**config.mk**
```make
export PLATFORM = sky130hd
export DESIGN_NAME = output_drain
export DESIGN_NICKNAME = d
export VERILOG_FILES = /design/src/rtl/output_drain_pkg.sv /design/src/rtl/drain_fifo2.sv /design/src/rtl/output_drain.sv
export SDC_FILE = /design/constraint.sdc
export NUM_CORES = 1
export LEC_CHECK = 0
export BUFFER_PORTS_ARGS = -buffer_cell sky130_fd_sc_hd__buf_2
export CAP_MARGIN = 10
export CORE_AREA = 2 2 263 265
export DETAILED_ROUTE_END_ITERATION = 6
export DIE_AREA = 0 0 265 267
export HOLD_SLACK_MARGIN = 0.08
export PLACE_DENSITY = 0.58
export SYNTH_ARGS = -nofsm -noshare
export SYNTH_HDL_FRONTEND = slang
export SYNTH_HIERARCHICAL = 1
export SYNTH_SLANG_ARGS = --single-unit
```
**constraint.sdc**
```tcl
create_clock -name clk -period 17.5 [get_ports clk]
set_clock_uncertainty 0.1 [all_clocks]
set_input_delay 1.75 -clock clk [delete_from_list [all_inputs] [get_ports clk]]
set_output_delay 1.75 -clock clk [all_outputs]
set_load 0.05 [all_outputs]
```
**src/rtl/output_drain_pkg.sv**
```systemverilog
// rtl/output_drain_pkg.sv - shared widths and state encoding for the output drain
package output_drain_pkg;
   localparam int OUT_DATA_W = 16;
   localparam int ADDR_W     = 8;
   localparam int ROWS_W     = 9;

   typedef enum logic [1:0] {
      IDLE  = 2'd0,
      READ  = 2'd1,
      FLUSH = 2'd2
   } drain_state_e;
endpackage

```
**src/rtl/drain_fifo2.sv**
```systemverilog
// rtl/drain_fifo2.sv - two-entry row buffer with registered storage
module drain_fifo2 #(
   parameter int W = 8
) (
   input  logic         clk,
   input  logic         reset,
   input  logic         push_i,
   input  logic         pop_i,
   input  logic [W-1:0] data_i,
   output logic [W-1:0] data_o,
   output logic         full_o,
   output logic         empty_o
);
   logic [W-1:0] mem_q [2];
   logic         wr_ptr_q;
   logic         rd_ptr_q;
   logic [1:0]   count_q;
   logic         do_push;
   logic         do_pop;

   assign empty_o = (count_q == 2'd0);
   assign full_o  = (count_q == 2'd2);
   assign do_pop  = pop_i && !empty_o;
   // A push into a full buffer is legal when the head leaves in the same cycle.
   assign do_push = push_i && (!full_o || do_pop);
   assign data_o  = mem_q[rd_ptr_q];

   always_ff @(posedge clk or posedge reset) begin
      if (reset) begin
         mem_q[0] <= '0;
         mem_q[1] <= '0;
         wr_ptr_q <= 1'b0;
         rd_ptr_q <= 1'b0;
         count_q  <= 2'd0;
      end else begin
         if (do_push) begin
            mem_q[wr_ptr_q] <= data_i;
            wr_ptr_q        <= !wr_ptr_q;
         end
         if (do_pop) begin
            rd_ptr_q <= !rd_ptr_q;
         end
         count_q <= count_q + {1'b0, do_push} - {1'b0, do_pop};
      end
   end
endmodule

```
**src/rtl/output_drain.sv**
```systemverilog
// rtl/output_drain.sv - streams a range of output-memory rows to a ready/valid consumer
module output_drain
   import output_drain_pkg::*;
#(
   parameter int WIDTH_HEIGHT = 16
) (
   input  logic                                clk,
   input  logic                                reset,
   input  logic                                start,
   input  logic [ADDR_W-1:0]                   base_addr,
   input  logic [ROWS_W-1:0]                   num_rows,
   output logic [WIDTH_HEIGHT-1:0]             outputMem_rd_en,
   output logic [WIDTH_HEIGHT*ADDR_W-1:0]      outputMem_rd_addr,
   input  logic [WIDTH_HEIGHT*OUT_DATA_W-1:0]  outputMem_rd_data,
   output logic                                out_valid,
   input  logic                                out_ready,
   output logic [WIDTH_HEIGHT*OUT_DATA_W-1:0]  out_data,
   output logic                                out_last,
   output logic                                busy,
   output logic                                done
);
   localparam int ROW_W = WIDTH_HEIGHT * OUT_DATA_W;

   drain_state_e      state_q, state_d;
   logic [ADDR_W-1:0] addr_q, addr_d;
   logic [ROWS_W-1:0] remain_q, remain_d;
   logic              inflight_q, inflight_last_q;
   logic              done_q, done_d;

   logic              issue;
   logic              issue_last;
   logic [ADDR_W-1:0] issue_addr;
   logic [ADDR_W-1:0] addr_out;
   logic              fifo_full, fifo_empty;
   logic [ROW_W:0]    fifo_dout;
   logic              xfer;
   logic [2:0]        credit_used;
   logic              credit_ok;

   assign xfer        = out_valid && out_ready;
   // Buffer slots claimed by stored rows plus the returning read, minus the row leaving now.
   assign credit_used = {1'b0, fifo_full, !fifo_full && !fifo_empty}
                      + {2'b0, inflight_q} - {2'b0, xfer};
   assign credit_ok   = credit_used < 3'd2;

   always_comb begin
      state_d    = state_q;
      addr_d     = addr_q;
      remain_d   = remain_q;
      done_d     = 1'b0;
      issue      = 1'b0;
      issue_last = 1'b0;
      issue_addr = addr_q;
      case (state_q)
         IDLE: begin
            // The buffer is always empty here, so the first read goes out with start.
            issue_addr = base_addr;
            if (start) begin
               if (num_rows == '0) begin
                  done_d = 1'b1;
               end else begin
                  issue      = 1'b1;
                  issue_last = (num_rows == ROWS_W'(1));
                  addr_d     = base_addr + ADDR_W'(1);
                  remain_d   = num_rows - ROWS_W'(1);
                  state_d    = (num_rows == ROWS_W'(1)) ? FLUSH : READ;
               end
            end
         end
         READ: begin
            if (credit_ok) begin
               issue      = 1'b1;
               issue_last = (remain_q == ROWS_W'(1));
               addr_d     = addr_q + ADDR_W'(1);
               remain_d   = remain_q - ROWS_W'(1);
               if (remain_q == ROWS_W'(1)) begin
                  state_d = FLUSH;
               end
            end
         end
         FLUSH: begin
            if (xfer && out_last) begin
               state_d = IDLE;
               done_d  = 1'b1;
            end
         end
         default: state_d = IDLE;
      endcase
   end

   always_ff @(posedge clk or posedge reset) begin
      if (reset) begin
         state_q         <= IDLE;
         addr_q          <= '0;
         remain_q        <= '0;
         inflight_q      <= 1'b0;
         inflight_last_q <= 1'b0;
         done_q          <= 1'b0;
      end else begin
         state_q         <= state_d;
         addr_q          <= addr_d;
         remain_q        <= remain_d;
         inflight_q      <= issue;
         inflight_last_q <= issue_last;
         done_q          <= done_d;
      end
   end

   drain_fifo2 #(.W(ROW_W + 1)) u_fifo (
      .clk     (clk),
      .reset   (reset),
      .push_i  (inflight_q),
      .pop_i   (out_ready),
      .data_i  ({inflight_last_q, outputMem_rd_data}),
      .data_o  (fifo_dout),
      .full_o  (fifo_full),
      .empty_o (fifo_empty)
   );

   // Read strobes are combinational, so reset masks them directly.
   assign addr_out          = reset ? '0 : issue_addr;
   assign outputMem_rd_en   = {WIDTH_HEIGHT{issue && !reset}};
   assign outputMem_rd_addr = {WIDTH_HEIGHT{addr_out}};
   assign out_valid         = !fifo_empty;
   assign out_data          = fifo_dout[ROW_W-1:0];
   assign out_last          = fifo_dout[ROW_W] && !fifo_empty;
   assign busy              = (state_q != IDLE);
   assign done              = done_q;
endmodule

```
Yosys cells after proc, flatten, opt, wreduce, memory -nomap -nowiden:

Index checks and enable logic that the tools add are counted.

* mux-type cells: 35
* $lt $le $gt $ge: 4
* bitwise operators: 2
* add/subtract/negate cells: 8
* reductions and logical operators: 20
* equal/unequal tests: 10

Operator list (number)
* $mux W257: 4
* $bwmux W514: 1
* $demux W257 S1: 1
* $mux W8: 5
* $mux W9: 3
* $eq A9 B1 Y1 const B: 2
* $pmux W9 S2: 1
* $sub A9 B1 Y9 const B: 2
* $add A8 B1 Y8 const B: 2
* $pmux W8 S2: 1
* $mux W2: 6
* $ne A2 B2 Y1 const B: 5
* $logic_not A9 Y1: 1
* $mux W1: 9
* $logic_and A1 B1 Y1: 7
* $pmux W1 S2: 3
* $pmux W2 S3: 1
* $logic_not A1 Y1: 5
* $reduce_and A5 Y1: 1
* $eq A2 B2 Y1 const B: 2
* $ge A2 B2 Y1 const B: 2
* $logic_not A2 Y1: 2
* $not A1 Y2: 2
* $reduce_and A4 Y1: 1
* other kinds (9): 10

* bits in registers: 540
* output and inout bits: 404

Longest topological paths before layout:

Gate-level depths: netlist (run 1).

* depth in word-level cells: 9
* depth in mapped cells: 12
* mapped depth without buffers: 11

By module:

Netlist (run 1), hierarchy kept.

By module, submodules not included
* drain_fifo2: cells each 1397, area each 22537.9 um^2, sequential area each 12962.4 um^2, instances 1
* output_drain: cells each 386, area each 2905.3 um^2, sequential area each 550.5 um^2, instances 1

Worst setup path before layout (run 1):

Ideal clock, no wire load.

* path type: input port to output port
* start point: input port out_ready
* end point: output port outputMem_rd_en[10]
* required time: 15650 ps
* arrival time: 4787 ps
* stages: 10
* slack: 10863 ps
* cell sequence: nor2b_1 ha_1 nand2b_1 fa_1 xnor2_1 and2_1 a21oi_4 buf_2 nor2_1 buf_4

* word-level cells in the longest chain between the ends: 6

RTL lines
* start: declaration: line output_drain.sv:16 `input logic out_ready,`
* $logic_and A1 B1 Y1: line output_drain.sv:40 `assign xfer = out_valid && out_ready;`
* $sub A3 B1 Y3: line output_drain.sv:43 `+ {2'b0, inflight_q} - {2'b0, xfer};`
* $lt A3 B2 Y1: line output_drain.sv:44 `assign credit_ok = credit_used < 3'd2;`
* $mux W1: line output_drain.sv:71 `if (credit_ok) begin`
* $pmux W1 S2: line output_drain.sv:54 `case (state_q)`
* $logic_and A1 B1 Y1: line output_drain.sv:122 `assign outputMem_rd_en = {WIDTH_HEIGHT{issue && !reset}};`
* end: declaration: line output_drain.sv:12 `output logic [WIDTH_HEIGHT-1:0] outputMem_rd_en,`

Every way passes these cells.

Final worst setup path (run 1):

* start point: input port out_ready
* end point: output port outputMem_rd_en[12]

Same word-level chain as after synthesis.

==> out/metrics.cfg, run 1 <==
[timing]
finalMaxSlewViolations=0
holdWs_ns=0.382
tightest_slew_ns=1.12
finalHoldViolCount=0
relSlewSlack=0.254
finalCritPeriodShare=0.363
rsz0062_at_grt=no
tns_ns=0
period_needed_ns=6.34
max_freq_ghz=0.158
finalSetupViolCount=0

[setup_path]
crit_top_cell=buf_2
required_ns=15.65
crit_path_start_kind=input pin
timing_worst_setup_path_type=in2out
end_kind=output pin
cp_slowest_cell=nor2_1
crit_chain=buf_2, nor2b_1, ha_1, nand2b_1, fa_1, xnor2_1, and2_1, a21oi_4, nor2_1, buf_2
cp.arrival_ns=4.49
cp_slowest_stage_delay_ns=0.64
critPathMaxFanout=16

[status]
status=finished clean

[synthesis]
ys_top_cells_by_area=dfrtp_1, mux2_2, buf_4, buf_6, mux2_1
ys_types=51
yosys_warnings=6
synth_xor_xnor_area_share=0.00413
yosysMostFrequentCell=mux2_2
synth_common_cells=mux2_2, dfrtp_1, buf_4
synth_top_family_by_area=multiplexers
synth_mux_area_frac=0.344
yosysTopAreaCell=dfrtp_1
synth_edf_count=0
synth_compound_area_frac=0.0169
synthCells=1783
synthAdderAreaFrac=0.00423
synthFlopType=dfrtp_1
synth_top_area_frac=0.531
synth_nets=2068
synth_simple_gate_area_frac=0.0259
async_reset_ff_frac=1.00
ys_seq_area_frac=0.531
synth.avg_cell_area_sq_um=14.3
synthesis.area_sq_mm=0.0254
ys_ff_latch=540

[final_layout]
fin_cells=3259
syn2layout_area_growth_pct=19.5
drive_above_1_share=0.663
ff_latch_area_sq_mm=0.0135
fin_area_sq_mm=0.0304
nFillCells=6241
final_nets=2595
multi_input_area_sq_mm=0.0101

[cts]
post-cts-setup-buffer-count=0
cts_tree=done
clk_pin_slew_ns=0.06
insertion_delay_ns=0.60
cts_root_buffer=clkbuf_16
postCtsHoldBufs=0
cts_buffer_depth=3
cts_resized=0
cts_max_level=2
numCtsBuffers=60
cts.sinks=540

[routing]
drt_iter0_markers=643
drt-total-wl_um=65600
wl_per_cell_um=20.1
via_count=16100
drtAntennaViolNets=0
drtPass1Iterations=5
post-route-drc-count=0
avgViaCountPerCell=4.94

[die]
die_w_um=265
chipHeight_um=267
start_util=0.374
io_pins=681
core_sq_mm=0.0680
rows=96
die-area_sq_mm=0.0708

[global_routing]
grt_pass1_wl_um=100000
track_usage=0.180
overflow=0
grt_max_degree=92
grt_pass1_vias=17100
antenna_found_initial=21

[placed_design]
port_buffers=680
place_congestion=0.829
placed_cell_area_sq_mm=0.0283
place_hpwl_um=46200
dp_cells=3130

[hold_path]
min_path_type=reg2reg

[run]
drv_cap=0

[routing by layer]
| metal | vias to the layer above | wire [um] | global-route usage |
|---|---|---|---|
| li1 | 7283 | - | - |
| met1 | 8202 | 25100 | 0.203 |
| met2 | 514 | 34900 | 0.327 |
| met3 | 110 | 3500 | 0.0395 |
| met4 | 4 | 1990 | 0.0753 |
| met5 | - | 26 | 0 |
[worst max-delay path, delay by kind of cell]
| kind | cells | cell delay [ns] |
|---|---|---|
| AOI/OAI and AO/OA | 1 | 0.15 |
| xor gates and xnor gates | 1 | 0.18 |
| adders and majority gates | 2 | 0.68 |
| buffers and inverters | 2 | 0.54 |
| and+or+nand+nor | 4 | 1.19 |
[path summary, 6_finish.rpt]
kind | from | endpoint | slack [ns] | cells past startpoint
min in group asynchronous | reset | u_fifo/mem_q[451]$_DFFE_PP0P_ | 1.28 | 2
min reg2reg | u_fifo/mem_q[469]$_DFFE_PP0P_ | u_fifo/mem_q[469]$_DFFE_PP0P_ | 0.38 | 1
max in group asynchronous | reset | u_fifo/mem_q[120]$_DFFE_PP0P_ | 13.71 | 4
min | u_fifo/mem_q[469]$_DFFE_PP0P_ | u_fifo/mem_q[469]$_DFFE_PP0P_ | 0.38 | 1
max reg2reg | u_fifo/count_q[1]$_DFF_PP0_ | u_fifo/mem_q[111]$_DFFE_PP0P_ | 13.64 | 5
max | out_ready | outputMem_rd_en[12] | 11.16 | 10
[layout by cell type (no fill, tap or decap), drive strengths merged, types with 9 or more instances in the layout]
master,count
dfrtp,540
nand2,53
nor2,23
buf,699
mux2,773
nand3,9
inv,12
clkinv,14
diode,18
clkbuf,89
o21ai,20
a21oi,28
[logic make-up after synthesis]
kind of cell,count (synthesis)
muxes,779
buffers and inverters,245
AOI/OAI and AO/OA,69
adders and majority gates,8
xor gates and xnor gates,12
and+or+nand+nor,130
DFF,540
[sequential cells by signal, indices dropped and copies added, names as in the netlist]
register / flops
done: 1
inflight_last_q: 1
u_fifo/count_q: 2
u_fifo/wr_ptr_q: 1
state_q: 2
remain_q: 9
inflight_q: 1
u_fifo/rd_ptr_q: 1
addr_q: 8
u_fifo/mem_q: 514
[layout make-up]
type / instances / share of cell area
diodes: 18 / 0.00148
clock buffers: 89 / 0.0586
clock inverters: 22 / 0.00938
inverters: 11 / 0.00161
multi-input cells: 998 / 0.331
flip-flops and latches: 540 / 0.445
well taps: 882 / 0.0363
repair buffers: 699 / 0.117
[metrics by stage]
| step | setup slack (ns) | utilization |
|---|---|---|
| global route | 10.89 | 0.447 |
| floorplan | 1.18 | - |
| detailed placement | 11.12 | 0.416 |
| finish | 11.16 | 0.447 |
| global placement | 11.16 | 0.416 |
| CTS | 11.10 | 0.447 |
Power of run 1 is left out: the tool's default activity adds up to more than one toggle a clock period on the data nets, which glitch-free logic cannot reach.
==> run 2: changes to the inputs <==
--- a/config.mk
+++ b/config.mk
@@ -5,13 +5,14 @@
 export SDC_FILE = /design/constraint.sdc
 export NUM_CORES = 1
 export LEC_CHECK = 0
+export ABC_AREA = 1
 export BUFFER_PORTS_ARGS = -buffer_cell sky130_fd_sc_hd__buf_2
 export CAP_MARGIN = 10
-export CORE_AREA = 2 2 263 265
+export CORE_AREA = 2 2 266 268
 export DETAILED_ROUTE_END_ITERATION = 6
-export DIE_AREA = 0 0 265 267
+export DIE_AREA = 0 0 268 270
 export HOLD_SLACK_MARGIN = 0.08
-export PLACE_DENSITY = 0.58
+export PLACE_DENSITY = 0.6
 export SYNTH_ARGS = -nofsm -noshare
 export SYNTH_HDL_FRONTEND = slang
 export SYNTH_HIERARCHICAL = 1
==> constraint.sdc (replaced) <==
create_clock -name clk -period 6.2 [get_ports clk]
set_clock_uncertainty 0.1 [all_clocks]
set_input_delay 0.62 -clock clk [delete_from_list [all_inputs] [get_ports clk]]
set_output_delay 0.62 -clock clk [all_outputs]
set_load 0.05 [all_outputs]
==> run 2 against run 1 <==
Via count is 58% higher. First-iteration DRC count grew to 3.3 times the previous value. Final area is 4.6% higher. Critical endpoint is now outputMem_rd_en[8].
==> out/metrics.cfg, run 2 <==
[routing]
wl_per_cell_um=18.5  ; -8.2%
avgViaCountPerCell=5.16  ; +4.4%
via_count=25400  ; +58%
post-route-drc-count=0  ; unchanged
drt-total-wl_um=91100  ; +39%
drtPass1Iterations=5  ; unchanged
drtAntennaViolNets=0  ; unchanged
drt_iter0_markers=2102  ; +230%

[synthesis]
async_reset_ff_frac=1.00  ; unchanged
synth_top_family_by_area=simple AND/OR/NAND/NOR gates
synth_top_area_frac=0.491  ; -0.0403
synth.avg_cell_area_sq_um=7.70  ; -46%
synthesis.area_sq_mm=0.0275  ; +8.2%
ys_ff_latch=540  ; unchanged
yosys_warnings=6  ; unchanged
ys_seq_area_frac=0.491  ; -0.0403
synth_nets=3861  ; +87%
synthAdderAreaFrac=0.00391  ; -0.000321
synth_xor_xnor_area_share=0.00127  ; -0.00286
synth_simple_gate_area_frac=0.394  ; +0.369
ys_types=32  ; -37%
synth_edf_count=0  ; unchanged
synthFlopType=dfrtp_1
yosysMostFrequentCell=nand2_1
synth_compound_area_frac=0.00745  ; -0.00941
ys_top_cells_by_area=dfrtp_1, nand2_1, nand4_1, buf_4, buf_2
synthCells=3576  ; +100%
synth_mux_area_frac=0  ; -0.344
yosysTopAreaCell=dfrtp_1
synth_common_cells=nand2_1, dfrtp_1, nand4_1

[setup_path]
cp.arrival_ns=4.24  ; -0.25 ns
critPathMaxFanout=16  ; unchanged
crit_path_start_kind=register
rr_endpoint=remain_q[1]$_DFFE_PP0P_
ff2ff_setup_slack_ns=2.80  ; -10.84 ns
end_kind=output pin
r2r-start=u_fifo/count_q[1]$_DFF_PP0_
timing_worst_setup_path_type=reg2out
required_ns=5.48  ; -10.17 ns
reg2regPathDepth=13  ; +8

[placed_design]
place_congestion=0.843  ; +1.7%
pre_cts_slack_ns=1.81  ; -9.31 ns
dp_cells=4794  ; +53%
port_buffers=680  ; unchanged
place_hpwl_um=54700  ; +18%
placed_cell_area_sq_mm=0.0299  ; +5.5%

[global_routing]
track_usage=0.242  ; +0.0623
grt_max_degree=235  ; +160%
overflow=0  ; unchanged
grt_pass1_vias=23500  ; +37%
antenna_found_initial=43  ; +100%
grt_pass1_wl_um=139000  ; +39%

[cts]
cts_max_level=2  ; unchanged
cts_root_buffer=clkbuf_16
cts_tree=done
cts_buffer_depth=3  ; unchanged
post-cts-setup-buffer-count=0  ; unchanged
postCtsHoldBufs=1  ; +1
insertion_delay_ns=0.63  ; +0.03 ns
cts_resized=0  ; unchanged
numCtsBuffers=59  ; -1.7%
cts.sinks=540  ; unchanged
clk_pin_slew_ns=0.06  ; about the same

[die]
die-area_sq_mm=0.0724  ; +2.3%
die_w_um=268  ; +1.1%
chipHeight_um=270  ; +1.1%
io_pins=681  ; unchanged
start_util=0.396  ; +0.0216
rows=97  ; +1.0%
core_sq_mm=0.0695  ; +2.3%

[hold_path]
hold_start=outputMem_rd_data[170]
hold_depth=3  ; +2
min_path_type=in2reg
min_to=u_fifo/mem_q[427]$_DFFE_PP0P_

[final_layout]
top_regs=u_fifo/mem_q: 514 flops, remain_q: 9 flops, addr_q: 8 flops
ff_latch_area_sq_mm=0.0135  ; about the same
fin_area_sq_mm=0.0318  ; +4.6%
largest_reg_flops=514  ; unchanged
final_nets=4201  ; +62%
final_cell_mix=nand2_1, buf_2, dfrtp_1
regMostFlops=u_fifo/mem_q
nFillCells=7171  ; +15%
multi_input_area_sq_mm=0.0112  ; +12%
drive_above_1_share=0.208  ; -0.456
syn2layout_area_growth_pct=15.5
fin_cells=4929  ; +51%
layout_commonest_cell=nand2_1
final_util=0.457  ; +0.0102

[timing]
setup_ws_ns=1.24  ; -9.92 ns
max_freq_ghz=0.201
relSlewSlack=0.176  ; -0.0781
finalHoldViolCount=0  ; unchanged
period_needed_ns=4.96
finalMaxSlewViolations=0  ; unchanged
finalCritPeriodShare=0.801
tightest_slew_ns=1.24  ; +0.117 ns
rsz0062_at_grt=no
finalSetupViolCount=0  ; unchanged

[run]
drv_cap=0  ; unchanged

[status]
status=finished clean

==> run 2: layout make-up <==
cell class,instances,area share
antenna,31,0.00244
clock buffer,88,0.0542
clock inverter,15,0.00448
inverter,43,0.00566
multi-input combinational,2565,0.353
sequential,540,0.425
tap,940,0.0370
timing repair buffer,707,0.118
==> run 2: critical path, stage by stage (launching register included) <==
cell     delay [ns]
dfrtp_1        0.42
inv_1          0.08
nand2_1        0.10
inv_1          0.08
or2_2          0.29
ha_1           0.29
inv_1          0.05
nand2_1        0.06
fa_1           0.43
xnor2_1        0.19
nand3_1        0.38
a21oi_2        0.82
buf_2          0.42
==> run 2: through the flow <==
stage                     TNS [ns]  hold slack, ns
final                            0           0.140
after global routing             0           0.127
after CTS                        0           0.107
after detailed placement         0           0.358
after global placement           0           0.353
after floorplan            -806.14           0.342
==> run 2: worst max path at each step <==
| stage | from | endpoint | cells after the start |
|---|---|---|---|
| after floorplan | reset | u_fifo/count_q[0]$_DFF_PP0_ | 1 |
| after global placement | u_fifo/count_q[1]$_DFF_PP0_ | outputMem_rd_en[8] | 12 |
| after detailed placement | u_fifo/count_q[1]$_DFF_PP0_ | outputMem_rd_en[8] | 12 |
| after CTS | u_fifo/count_q[1]$_DFF_PP0_ | outputMem_rd_en[8] | 12 |
| after global routing | u_fifo/count_q[1]$_DFF_PP0_ | outputMem_rd_en[8] | 12 |
| final | u_fifo/count_q[1]$_DFF_PP0_ | outputMem_rd_en[8] | 12 |
==> run 2: cells by family (layout without fill, tap and decap cells) <==
kind of cell             Yosys count  after routing
adder cells (fa/ha/maj)            8              8
other                              0             31
AND/OR/NAND/NOR                 2514           2514
buffers and inverters            471            853
XOR/XNOR                           4              4
flip-flops                       540            540
AO/OA/AOI/OAI                     39             39
==> run 2: per-layer routing <==
| metal | GRT usage | share of wire |
|---|---|---|
| met1 | 0.315 | 0.41 |
| met5 | 0 | 0.00062 |
| met3 | 0.0463 | 0.067 |
| met4 | 0.108 | 0.042 |
| met2 | 0.390 | 0.48 |
Power of run 2 is left out for the same reason.
==> run 3: changes to the inputs <==
--- a/config.mk
+++ b/config.mk
@@ -5,14 +5,14 @@
 export SDC_FILE = /design/constraint.sdc
 export NUM_CORES = 1
 export LEC_CHECK = 0
-export ABC_AREA = 1
+export ABC_AREA = 0
 export BUFFER_PORTS_ARGS = -buffer_cell sky130_fd_sc_hd__buf_2
 export CAP_MARGIN = 10
-export CORE_AREA = 2 2 266 268
+export CORE_AREA = 2 2 263 265
 export DETAILED_ROUTE_END_ITERATION = 6
-export DIE_AREA = 0 0 268 270
+export DIE_AREA = 0 0 265 267
 export HOLD_SLACK_MARGIN = 0.08
-export PLACE_DENSITY = 0.6
+export PLACE_DENSITY = 0.58
 export SYNTH_ARGS = -nofsm -noshare
 export SYNTH_HDL_FRONTEND = slang
 export SYNTH_HIERARCHICAL = 1
==> constraint.sdc (replaced) <==
create_clock -name clk -period 4.6 [get_ports clk]
set_clock_uncertainty 0.1 [all_clocks]
set_input_delay 0.46 -clock clk [delete_from_list [all_inputs] [get_ports clk]]
set_output_delay 0.46 -clock clk [all_outputs]
set_load 0.05 [all_outputs]
==> run 3 against run 2 <==
Global-route usage shrank 5.9 points. Critical endpoint unchanged. Largest cell class unchanged. Hold slack got worse by 0.011 ns. Count of clock-buffer cells in the layout decreased by 3.
==> out/metrics.cfg, run 3 (synthesis results as in run 1) <==
[final_layout]
final_nets=2869  ; -32%
drive_above_1_share=0.601  ; +0.393
layout_commonest_cell=mux2_2
syn2layout_area_growth_pct=30.5
largest_reg_flops=514  ; unchanged
fin_area_sq_mm=0.0332  ; +4.4%
final_util=0.488  ; +0.0310
final_cell_mix=mux2_2, buf_2, dfrtp_1
top_regs=u_fifo/mem_q: 514 flops, remain_q: 9 flops, addr_q: 8 flops
regMostFlops=u_fifo/mem_q

[placed_design]
placed_cell_area_sq_mm=0.0286  ; -4.3%
place_hpwl_um=47300  ; -14%
port_buffers=680  ; unchanged
pre_cts_slack_ns=1.04  ; -0.766 ns
place_congestion=0.834  ; -1.1%

[cts]
clk_pin_slew_ns=0.06  ; about the same
cts_buffer_depth=3  ; unchanged
numCtsBuffers=60  ; +1.7%
cts_resized=0  ; unchanged
cts.sinks=540  ; unchanged
cts_root_buffer=clkbuf_16
insertion_delay_ns=0.60  ; -0.03 ns
cts_tree=done
post-cts-setup-buffer-count=0  ; unchanged
postCtsHoldBufs=258  ; +257
cts_max_level=2  ; unchanged

[die]
io_pins=681  ; unchanged
die_w_um=265  ; -1.1%
rows=96  ; -1.0%
die-area_sq_mm=0.0708  ; -2.2%
core_sq_mm=0.0680  ; -2.2%
start_util=0.374  ; -0.0216
chipHeight_um=267  ; -1.1%

[hold_path]
min_path_type=in2reg

[routing]
drt_iter0_markers=660  ; -69%
drtPass1Iterations=4  ; -1
avgViaCountPerCell=4.88  ; -5.5%
drt-total-wl_um=67100  ; -26%
via_count=17200  ; -33%
post-route-drc-count=0  ; unchanged
wl_per_cell_um=19.1  ; +3.2%
drtAntennaViolNets=0  ; unchanged

[global_routing]
grt_max_degree=103  ; -56%
overflow=0  ; unchanged
track_usage=0.183  ; -0.0591
grt_pass1_vias=18500  ; -21%
grt_pass1_wl_um=103000  ; -26%
antenna_found_initial=3  ; -93%

[setup_path]
critPathMaxFanout=16  ; unchanged
cp_slowest_stage_delay_ns=0.44  ; -0.38 ns
cp_slowest_cell=dfrtp_1
timing_worst_setup_path_type=reg2out
cp.arrival_ns=3.61  ; -0.63 ns
crit_chain=nor2b_1, or2_2, ha_1, nand2b_1, fa_1, xnor2_1, and2_1, a21oi_4, nor2_1, buf_4, buf_2
crit_path_start_kind=register
end_kind=output pin
required_ns=4.04  ; -1.44 ns

[timing]
max_freq_ghz=0.240
period_needed_ns=4.17
finalCritPeriodShare=0.906
finalSetupViolCount=0  ; unchanged
tightest_slew_ns=1.09  ; -0.147 ns
finalMaxSlewViolations=0  ; unchanged
relSlewSlack=0.272  ; +0.0963
rsz0062_at_grt=no
setup_ws_ns=0.433  ; -0.803 ns
finalHoldViolCount=0  ; unchanged

[run]
drv_cap=0  ; unchanged

[status]
status=finished clean

==> run 3: cell count changes in the layout (fill, tap and decap cells not counted), sizes merged, moves of 27 or more <==
cell	before	now
diode	31	4
dlygate4sd3	1	258
inv	43	11
mux2	0	773
nand2	1899	53
nand3	48	9
nand4	518	4
==> run 3: cell type report <==
cell class              count  area (sq um)
fillers                  5971         34800
multi-input cells         998         10100
well taps                 882          1100
inverters                  11          45.0
clock inverters            25           297
flip-flops and latches    540         13500
repair buffers            973          6410
diodes                      4          10.0
clock buffers              85          1750
==> run 3: path summary, 6_finish.rpt <==
kind / from / end / slack [ns] / cells after the start
max: u_fifo/count_q[1]$_DFF_PP0_ / outputMem_rd_en[8] / 0.43 / 11
min: base_addr[0] / addr_q[0]$_DFFE_PP0P_ / 0.13 / 4
max reg2reg: u_fifo/count_q[1]$_DFF_PP0_ / remain_q[7]$_DFFE_PP0P_ / 1.33 / 11
min reg2reg: u_fifo/mem_q[468]$_DFFE_PP0P_ / u_fifo/mem_q[468]$_DFFE_PP0P_ / 0.39 / 1
max in group asynchronous: reset / u_fifo/mem_q[45]$_DFFE_PP0P_ / 2.39 / 5
min in group asynchronous: reset / u_fifo/mem_q[424]$_DFFE_PP0P_ / 0.70 / 3
==> run 3: per-layer routing <==
layer | share of wire | wire (um) | GRT usage
met3 | 0.055 | 3670 | 0.0381
met2 | 0.53 | 35500 | 0.338
met1 | 0.38 | 25400 | 0.203
met4 | 0.038 | 2560 | 0.0753
met5 | 0 | 0 | 0
==> run 3: stage by stage <==
stage	hold slack (ns)	instances	setup TNS (ns)
final	0.129	3518	0
after global routing	0.131	3517	0
after CTS	0.0856	3514	0
after detailed placement	0.371	3146	0
after global placement	0.364	3146	0
after floorplan	0.354	1783	-1552.06
==> run 3: critical path: cells and delay by family, from the launching register on <==
family | cells | cell delay, ns
AOI/OAI and AO/OA | 1 | 0.14
xor gates and xnor gates | 1 | 0.18
adders and majority gates | 2 | 0.69
buffers and inverters | 2 | 0.49
DFF | 1 | 0.44
and+or+nand+nor | 5 | 1.06
Power of run 3 is left out for the same reason.
